$ cat src/rtl/seq_serializer_pkg.sv
// Shared definitions for the seq_serializer slice: FSM state encoding and
// the parity helper used when SEQ_SER_PARITY_EN is defined.
package seq_serializer_pkg;

    typedef enum logic [1:0] {
        ST_IDLE  = 2'd0,
        ST_SHIFT = 2'd1,
        ST_PAR   = 2'd2
    } state_t;

    // Even parity over a zero-extended word (extra zero bits do not alter it).
    function automatic logic even_parity(input logic [63:0] v);
        return ^v;
    endfunction

endpackage

$ cat src/rtl/seq_ser_bitcnt.sv
// Bit-index counter for seq_serializer: clears, increments and flags the
// terminal count (last data bit, or the parity slot when parity is enabled).
module seq_ser_bitcnt #(
    parameter int unsigned IDX_W  = 4,
    parameter int unsigned TC_VAL = 7
) (
    input  logic             clk,
    input  logic             reset,
    input  logic             clr,
    input  logic             inc,
    output logic [IDX_W-1:0] idx,
    output logic             tc
);

    // Index register: clear has priority over increment.
    always_ff @(posedge clk) begin
        if (reset) begin
            idx <= '0;
        end else if (clr) begin
            idx <= '0;
        end else if (inc) begin
            idx <= idx + IDX_W'(1);
        end
    end

    assign tc = (idx == IDX_W'(TC_VAL));

endmodule

$ cat src/rtl/seq_serializer.sv
// seq_serializer: loads a WIDTH-bit pattern over valid/ready and shifts it
// out MSB first on ds, one bit per ce strobe, in single-shot or cyclic mode.
// Optional feature macro: SEQ_SER_PARITY_EN (appends an even-parity bit).
module seq_serializer
    import seq_serializer_pkg::*;
#(
    parameter int unsigned WIDTH = 8,
    parameter int unsigned CNT_W = 8
) (
    input  logic                         clk,
    input  logic                         reset,
    input  logic                         load_valid,
    output logic                         load_ready,
    input  logic [WIDTH-1:0]             load_data,
    input  logic                         mode,
    input  logic                         stop,
    input  logic                         ce,
    output logic                         ds,
    output logic                         ds_valid,
    output logic [$clog2(WIDTH+1)-1:0]   bit_idx,
    output logic                         busy,
    output logic                         done,
    output logic [CNT_W-1:0]             word_cnt
);

    localparam int unsigned IDX_W = $clog2(WIDTH+1);
`ifdef SEQ_SER_PARITY_EN
    localparam int unsigned TC_VAL = WIDTH;
`else
    localparam int unsigned TC_VAL = WIDTH - 1;
`endif

    state_t           state;
    logic [WIDTH-1:0] shift_reg;
    logic [WIDTH-1:0] hold_reg;
    logic             tc;
    logic             active;
    logic             word_end;
    logic             cnt_inc;

    assign active   = (state != ST_IDLE);
    // tc is only reachable in the final slot of a word, so ce && tc marks the boundary.
    assign word_end = active && ce && tc;
    assign cnt_inc  = active && ce && !tc;

    seq_ser_bitcnt #(
        .IDX_W  (IDX_W),
        .TC_VAL (TC_VAL)
    ) u_bitcnt (
        .clk   (clk),
        .reset (reset),
        .clr   (word_end),
        .inc   (cnt_inc),
        .idx   (bit_idx),
        .tc    (tc)
    );

    // Control FSM with shift/hold registers and registered outputs.
    always_ff @(posedge clk) begin
        if (reset) begin
            state      <= ST_IDLE;
            shift_reg  <= '0;
            hold_reg   <= '0;
            ds         <= 1'b0;
            ds_valid   <= 1'b0;
            busy       <= 1'b0;
            done       <= 1'b0;
            word_cnt   <= '0;
            load_ready <= 1'b1;
        end else begin
            done <= 1'b0;
            if (word_end) begin
                // Boundary handling is shared by SHIFT (no parity) and PAR.
                word_cnt <= word_cnt + CNT_W'(1);
                if (mode && !stop) begin
                    shift_reg <= hold_reg;
                    ds        <= hold_reg[WIDTH-1];
                    state     <= ST_SHIFT;
                end else begin
                    state      <= ST_IDLE;
                    ds         <= 1'b0;
                    ds_valid   <= 1'b0;
                    busy       <= 1'b0;
                    done       <= 1'b1;
                    load_ready <= 1'b0;
                end
            end else begin
                case (state)
                    ST_IDLE: begin
                        if (load_valid && load_ready) begin
                            hold_reg   <= load_data;
                            shift_reg  <= load_data;
                            ds         <= load_data[WIDTH-1];
                            ds_valid   <= 1'b1;
                            busy       <= 1'b1;
                            load_ready <= 1'b0;
                            state      <= ST_SHIFT;
                        end else begin
                            load_ready <= 1'b1;
                        end
                    end
                    ST_SHIFT: begin
                        if (ce) begin
`ifdef SEQ_SER_PARITY_EN
                            if (bit_idx == IDX_W'(WIDTH-1)) begin
                                ds    <= even_parity(64'(hold_reg));
                                state <= ST_PAR;
                            end else begin
                                shift_reg <= shift_reg << 1;
                                ds        <= shift_reg[WIDTH-2];
                            end
`else
                            shift_reg <= shift_reg << 1;
                            ds        <= shift_reg[WIDTH-2];
`endif
                        end
                    end
`ifdef SEQ_SER_PARITY_EN
                    ST_PAR: begin
                        // PAR only leaves on ce, which is the word_end path above.
                        state <= ST_PAR;
                    end
`endif
                    default: begin
                        state <= ST_IDLE;
                    end
                endcase
            end
        end
    end

endmodule

$ cat config.mk
export PLATFORM = sky130hd
export DESIGN_NAME = seq_serializer
export DESIGN_NICKNAME = d
export VERILOG_FILES = /design/src/rtl/seq_serializer_pkg.sv /design/src/rtl/seq_ser_bitcnt.sv /design/src/rtl/seq_serializer.sv
export SDC_FILE = /design/constraint.sdc
export NUM_CORES = 1
export LEC_CHECK = 0
export ABC_AREA = 1
export BUFFER_PORTS_ARGS = -buffer_cell sky130_fd_sc_hd__buf_2
export CAP_MARGIN = 10
export CORE_MARGIN = 1
export CORE_UTILIZATION = 50
export DETAILED_ROUTE_END_ITERATION = 10
export PLACE_DENSITY = 0.73
export SETUP_SLACK_MARGIN = 0.05
export SYNTH_ARGS = -nofsm -noshare
export SYNTH_HDL_FRONTEND = slang
export SYNTH_SLANG_ARGS = --single-unit
$ cat constraint.sdc
create_clock -name clk -period 1.72 [get_ports clk]
set_input_delay 0.344 -clock clk [delete_from_list [all_inputs] [get_ports clk]]
set_output_delay 0.344 -clock clk [all_outputs]
set_load 0.05 [all_outputs]
==> impl_metrics.json, run 1 <==
{
  "cts_root_buf": "clkbuf_4",
  "synth_edf_count": 0,
  "setup_violations": 0,
  "cp.required_ns": 1.38,
  "reg2reg_depth": 8,
  "first_iter_violations": 57,
  "synth.ff_latch_count": 32,
  "ir_drop_uv": 511,
  "grt_max_degree": 17,
  "cp_num_buf_inv": 1,
  "cts_sinks": 32,
  "powerDensity_mw_per_mm2": 820,
  "rsz0062_at_grt": "false",
  "crit_family": "flip-flops",
  "drv_cap": 0,
  "synth_cell_type_count": 25,
  "syn_to_final_growth_pct": 14.8,
  "htree_levels": 2,
  "worst-path-stages": 1,
  "synth_area_leader_cell": "dfxtp_1",
  "cts_hold_buf": 0,
  "worstMarginPinSlew_ns": 0.414,
  "syn_nets": 248,
  "synth.cell_area_sq_mm": 0.00157,
  "path_cells": "buf_2",
  "crit_type": "flip-flop to output pin",
  "die_w_um": 58.1,
  "grt_pass1_wl_mm": 5.35,
  "design.die.area_sq_mm": 0.00337,
  "startpoint": "u_bitcnt.idx[3]",
  "synth_cells": 232,
  "crit_end": "bit_idx[3]",
  "synth_top_area_share_pct": 40.7,
  "yosysSeqAreaShare_pct": 40.7,
  "drc": 0,
  "crit_slowest_cell": "dfxtp_1",
  "reg2reg_from": "u_bitcnt.idx[0]",
  "cts_tree": "yes",
  "postCtsSetupRepairBufs": 0,
  "rr_endpoint": "word_cnt[5]",
  "synthAdderAreaFrac_pct": 1.59,
  "nets": 281,
  "ys_warn_count": 0,
  "antenna_left": 0,
  "muxShareOfSynthArea_pct": 0,
  "syn_avg_cell_area_sq_um": 6.78,
  "ys_async_sr_fraction_pct": 0,
  "yosysMostFrequentCell": "nand2_1",
  "final-hold-violation-count": 0,
  "initial_core_util_pct": 54.7,
  "synth_top_family_by_area": "simple AND/OR/NAND/NOR gates",
  "synth-simple-area-share_pct": 37.2,
  "vias": 1430,
  "p_leak_nw": 0.904,
  "antenna_found_initial": 0,
  "drv_slew": 0,
  "hold_path_class": "primary input to flip-flop",
  "rows": 19,
  "drive_gt1_share_pct": 20.0,
  "core_sq_mm": 0.00288,
  "detail_route.vias_per_cell": 4.66,
  "p_total_mw": 1.48,
  "dp_slack_ns": 0.202,
  "fin_util_pct": 62.8,
  "worstHoldStart": "reset",
  "wl_per_cell_um": 10.1,
  "cp-start-kind": "flip-flop",
  "port_buffers": 30,
  "cts_made_buffers": 5,
  "ff2ff_setup_slack_ns": 0.27,
  "clk-insertion-delay-late_ns": 0.33,
  "die_height_um": 58.1,
  "finalCritPeriodShare_pct": 85.1,
  "grt-ovfl-total": 0,
  "path_clk_slew_ns": 0.09,
  "outcome": "finished, final reports clean",
  "arrival_ns": 1.12,
  "synth-xor-area-share_pct": 0.557,
  "synth-compound-area-share_pct": 9.86,
  "slew_headroom_pct": 72.3,
  "drt_wl_total_mm": 3.10,
  "worst_slack_ns": 0.256,
  "globalRouteTotalUtil_pct": 21.2,
  "fin_setup_tns_ns": 0,
  "antenna_cells": 0,
  "cp_slowest_stage_delay_ns": 0.48,
  "period_minus_slack_ns": 1.46,
  "ys.flop_type": "dfxtp_1",
  "cts-resized-gates": 0,
  "skew_ns": 0.00656,
  "worst_setup_path_end_kind": "output pin",
  "cp_max_fo": 4,
  "grt_pass1_vias": 1302,
  "dpl.hpwl_mm": 2.27,
  "synth_area_leaders": "dfxtp_1 (41%), nand2_1 (16%), nor2_1 (10%), o21ai_0 (5.7%), inv_1 (5.7%)",
  "synth_common_cells": "nand2_1 (65), nor2_1 (43), dfxtp_1 (32)",
  "gp_congestion": 0.831,
  "cts_buffer_depth": 2,
  "fmax_mhz": 683,
  "io_pins": 31,
  "drtPass1Iterations": 4
}
==> where the power goes <==
group	total (mW)	switching (mW)	internal (mW)	leakage, nW
logic	0.274	0.184	0.0908	0.612
registers	0.815	0.0239	0.791	0.264
clock network	0.391	0.241	0.150	0.0281
==> per-stage QoR <==
step                instance area [sq um]  cells  hold WS, ns
floorplan                            1580    232        0.413
global placement                     1750    300        0.449
finish                               1810    307        0.249
detailed placement                   1750    300        0.461
global route                         1810    307        0.235
CTS                                  1800    307        0.237
==> logic make-up (layout without fill, tap and decap cells) <==
logic type	count (synthesis)	in the layout
AO/OA/AOI/OAI	29	29
XOR/XNOR	1	1
adder cells (fa/ha/maj)	2	2
buffers and inverters	34	67
flip-flops	32	32
AND/OR/NAND/NOR	134	134
==> layout by cell type (no fill, tap or decap), types with 3 or more instances in the layout <==
master	instances
buf_4	5
dfxtp_2	3
nand3_1	16
dfxtp_1	29
buf_2	30
a21oi_1	8
o21ai_0	18
clkbuf_4	5
nor2_1	43
nand2_1	65
inv_1	24
==> area by class of cell <==
cell class	count	area (sq um)
clock inverters	1	5.00
repair buffers	35	188
well taps	42	52.6
clock buffers	6	41.3
flip-flops and latches	32	644
fillers	263	1070
multi-input cells	166	779
inverters	25	95.1
==> how the worst min path moves through the flow <==
stage	to	depth (start not counted)
global route	done	2
CTS	word_cnt[3]	2
global placement	hold_reg[7]	2
detailed placement	hold_reg[7]	2
floorplan	busy	1
finish	word_cnt[3]	2
==> layer usage <==
layer | part of all wire (%) | global-route usage [%] | vias up
met5 | 0 | 0 | -
met4 | 1.5 | 7.14 | 0
met3 | 3.4 | 6.03 | 6
met2 | 45 | 37.3 | 27
met1 | 50 | 24.8 | 612
li1 | - | - | 785
No activity file was read; power rests on OpenSTA's default activity.
==> inputs of run 2 (changes only) <==
==> constraint.sdc (replaced) <==
create_clock -name clk -period 1.5 [get_ports clk]
set_input_delay 0.3 -clock clk [delete_from_list [all_inputs] [get_ports clk]]
set_output_delay 0.3 -clock clk [all_outputs]
set_load 0.05 [all_outputs]
==> run 2 against run 1 <==
  * Register-to-register slack worse by 0.13 ns
  * Critical path depth increased by 7
  * Utilization grew 1.1 points
  * Clock-buffer cell count stayed put
  * Setup slack worse by 0.12 ns
  * Power up 15%
  * Global-route usage increased by 0.051 points
  * Sequential cell count unchanged
  * Sequential power up 15%
==> impl_metrics.json, run 2 (same netlist as run 1, synthesis figures left out) <==
{
  "final_cell_mix": "nand2_1 (63), nor2_1 (43), buf_2 (30)",
  "gr-usage-met1_pct": 28.0,
  "fin_util_pct": 63.9,
  "cts_made_buffers": 5,
  "cp_slowest_stage_delay_ns": 0.38,
  "crit_end": "word_cnt[5]",
  "antenna_cells": 0,
  "antenna_found_initial": 0,
  "vias": 1467,
  "arrival_ns": 1.60,
  "cp_max_fo": 12,
  "startpoint": "u_bitcnt.idx[0]",
  "busiest_layer": "met2",
  "ir_drop_uv": 689,
  "crit_type": "flip-flop to flip-flop",
  "finalCritPeriodShare_pct": 90.7,
  "worst_setup_path_end_kind": "flip-flop",
  "cts_sinks": 32,
  "antenna_left": 0,
  "path_cells": "ha_4 > nand2_2 > nor2_8 > nand2_4 > nor2_1 > nand2_1 > nand2_1 > nor2_1",
  "hold_slack_ns": 0.195,
  "drc": 0,
  "drt_wl_total_mm": 3.22,
  "ff2ff_setup_slack_ns": 0.14,
  "io_pins": 31,
  "clk-insertion-delay-late_ns": 0.33,
  "cp_num_buf_inv": 0,
  "drv_slew": 0,
  "rsz0062_at_grt": "true",
  "port_buffers": 30,
  "core_sq_mm": 0.00288,
  "setup_violations": 0,
  "dp.cells": 300,
  "p_leak_nw": 0.905,
  "globalRouteTotalUtil_pct": 21.3,
  "htree_levels": 2,
  "cts_hold_buf": 0,
  "path_clk_slew_ns": 0.10,
  "crit_family": "simple AND/OR/NAND/NOR gates",
  "skew_ns": 0.00804,
  "dpl.hpwl_mm": 2.37,
  "detail_route.vias_per_cell": 4.78,
  "grt-ovfl-total": 0,
  "cp-start-kind": "flip-flop",
  "final_common_cell": "nand2_1",
  "reg2reg_depth": 8,
  "grt_pass1_wl_mm": 5.41,
  "worstHoldPathCells": 2,
  "slew_headroom_pct": 71.9,
  "rows": 19,
  "worstMarginPinSlew_ns": 0.420,
  "cts_buffer_depth": 2,
  "fin_setup_tns_ns": 0,
  "nets": 281,
  "hold_path_class": "primary input to flip-flop",
  "initial_core_util_pct": 54.7,
  "final-hold-violation-count": 0,
  "drv_cap": 0,
  "rr_endpoint": "word_cnt[5]",
  "gp_congestion": 0.772,
  "outcome": "finished, final reports clean",
  "die_height_um": 58.1,
  "period_minus_slack_ns": 1.36,
  "crit_slowest_cell": "dfxtp_4",
  "wl_per_cell_um": 10.5,
  "fmax_mhz": 735,
  "grt_pass1_vias": 1230,
  "worst-path-stages": 8,
  "drtPass1Iterations": 4,
  "cts_tree": "yes",
  "gr-usage-met3_pct": 6.03,
  "first_iter_violations": 65,
  "reg2reg_from": "u_bitcnt.idx[0]",
  "finalNonFillerCells": 307,
  "grt.met2_usage_pct": 31.9,
  "syn_to_final_growth_pct": 16.9,
  "drive_gt1_share_pct": 23.0,
  "grt_max_degree": 17,
  "die_w_um": 58.1,
  "cp.required_ns": 1.74,
  "design.die.area_sq_mm": 0.00337,
  "cts_root_buf": "clkbuf_4",
  "powerDensity_mw_per_mm2": 927
}
-- run 2: repair_timing --
| action | CTS | global route |
|---|---|---|
| resized for setup | 0 | 2 |
| endpoints found under the setup margin | 0 | 3 |
| buffers inserted | 0 | 0 |
-- run 2: layout make-up --
cell class,count,area [sq um]
fillers,286,1040
multi-input cells,166,802
flip-flops and latches,32,654
repair buffers,35,188
inverters,25,95.1
well taps,42,52.6
clock buffers,6,41.3
clock inverters,1,5.00
-- run 2: worst min path at each step --
stage / endpoint / from
CTS: word_cnt[1] / reset
global route: word_cnt[3] / reset
floorplan: word_cnt[1] / reset
finish: word_cnt[1] / reset
detailed placement: hold_reg[7] / hold_reg[7]
global placement: hold_reg[7] / hold_reg[7]
-- run 2: per-stage QoR --
step	setup WS (ns)	power [mW]	cell area, sq um
after floorplan	0.0533	1.20	1610
after global placement	0.168	1.27	1780
after detailed placement	0.0960	1.27	1780
after CTS	0.0968	1.72	1830
after global routing	0.0348	1.81	1840
final	0.139	1.70	1840
-- run 2: report_power, final --
group | internal [mW] | total (mW) | switching [mW] | leakage, nW
logic | 0.106 | 0.316 | 0.211 | 0.612
clock network | 0.172 | 0.453 | 0.280 | 0.0281
registers | 0.906 | 0.935 | 0.0295 | 0.266
total | 1.18 | 1.70 | 0.520 | 0.905
-- run 2: layer usage --
layer	share of wire, %	vias to the layer above
li1	-	787
met1	50	641
met2	43	32
met3	4.8	7
met4	1.9	0
met5	0	-
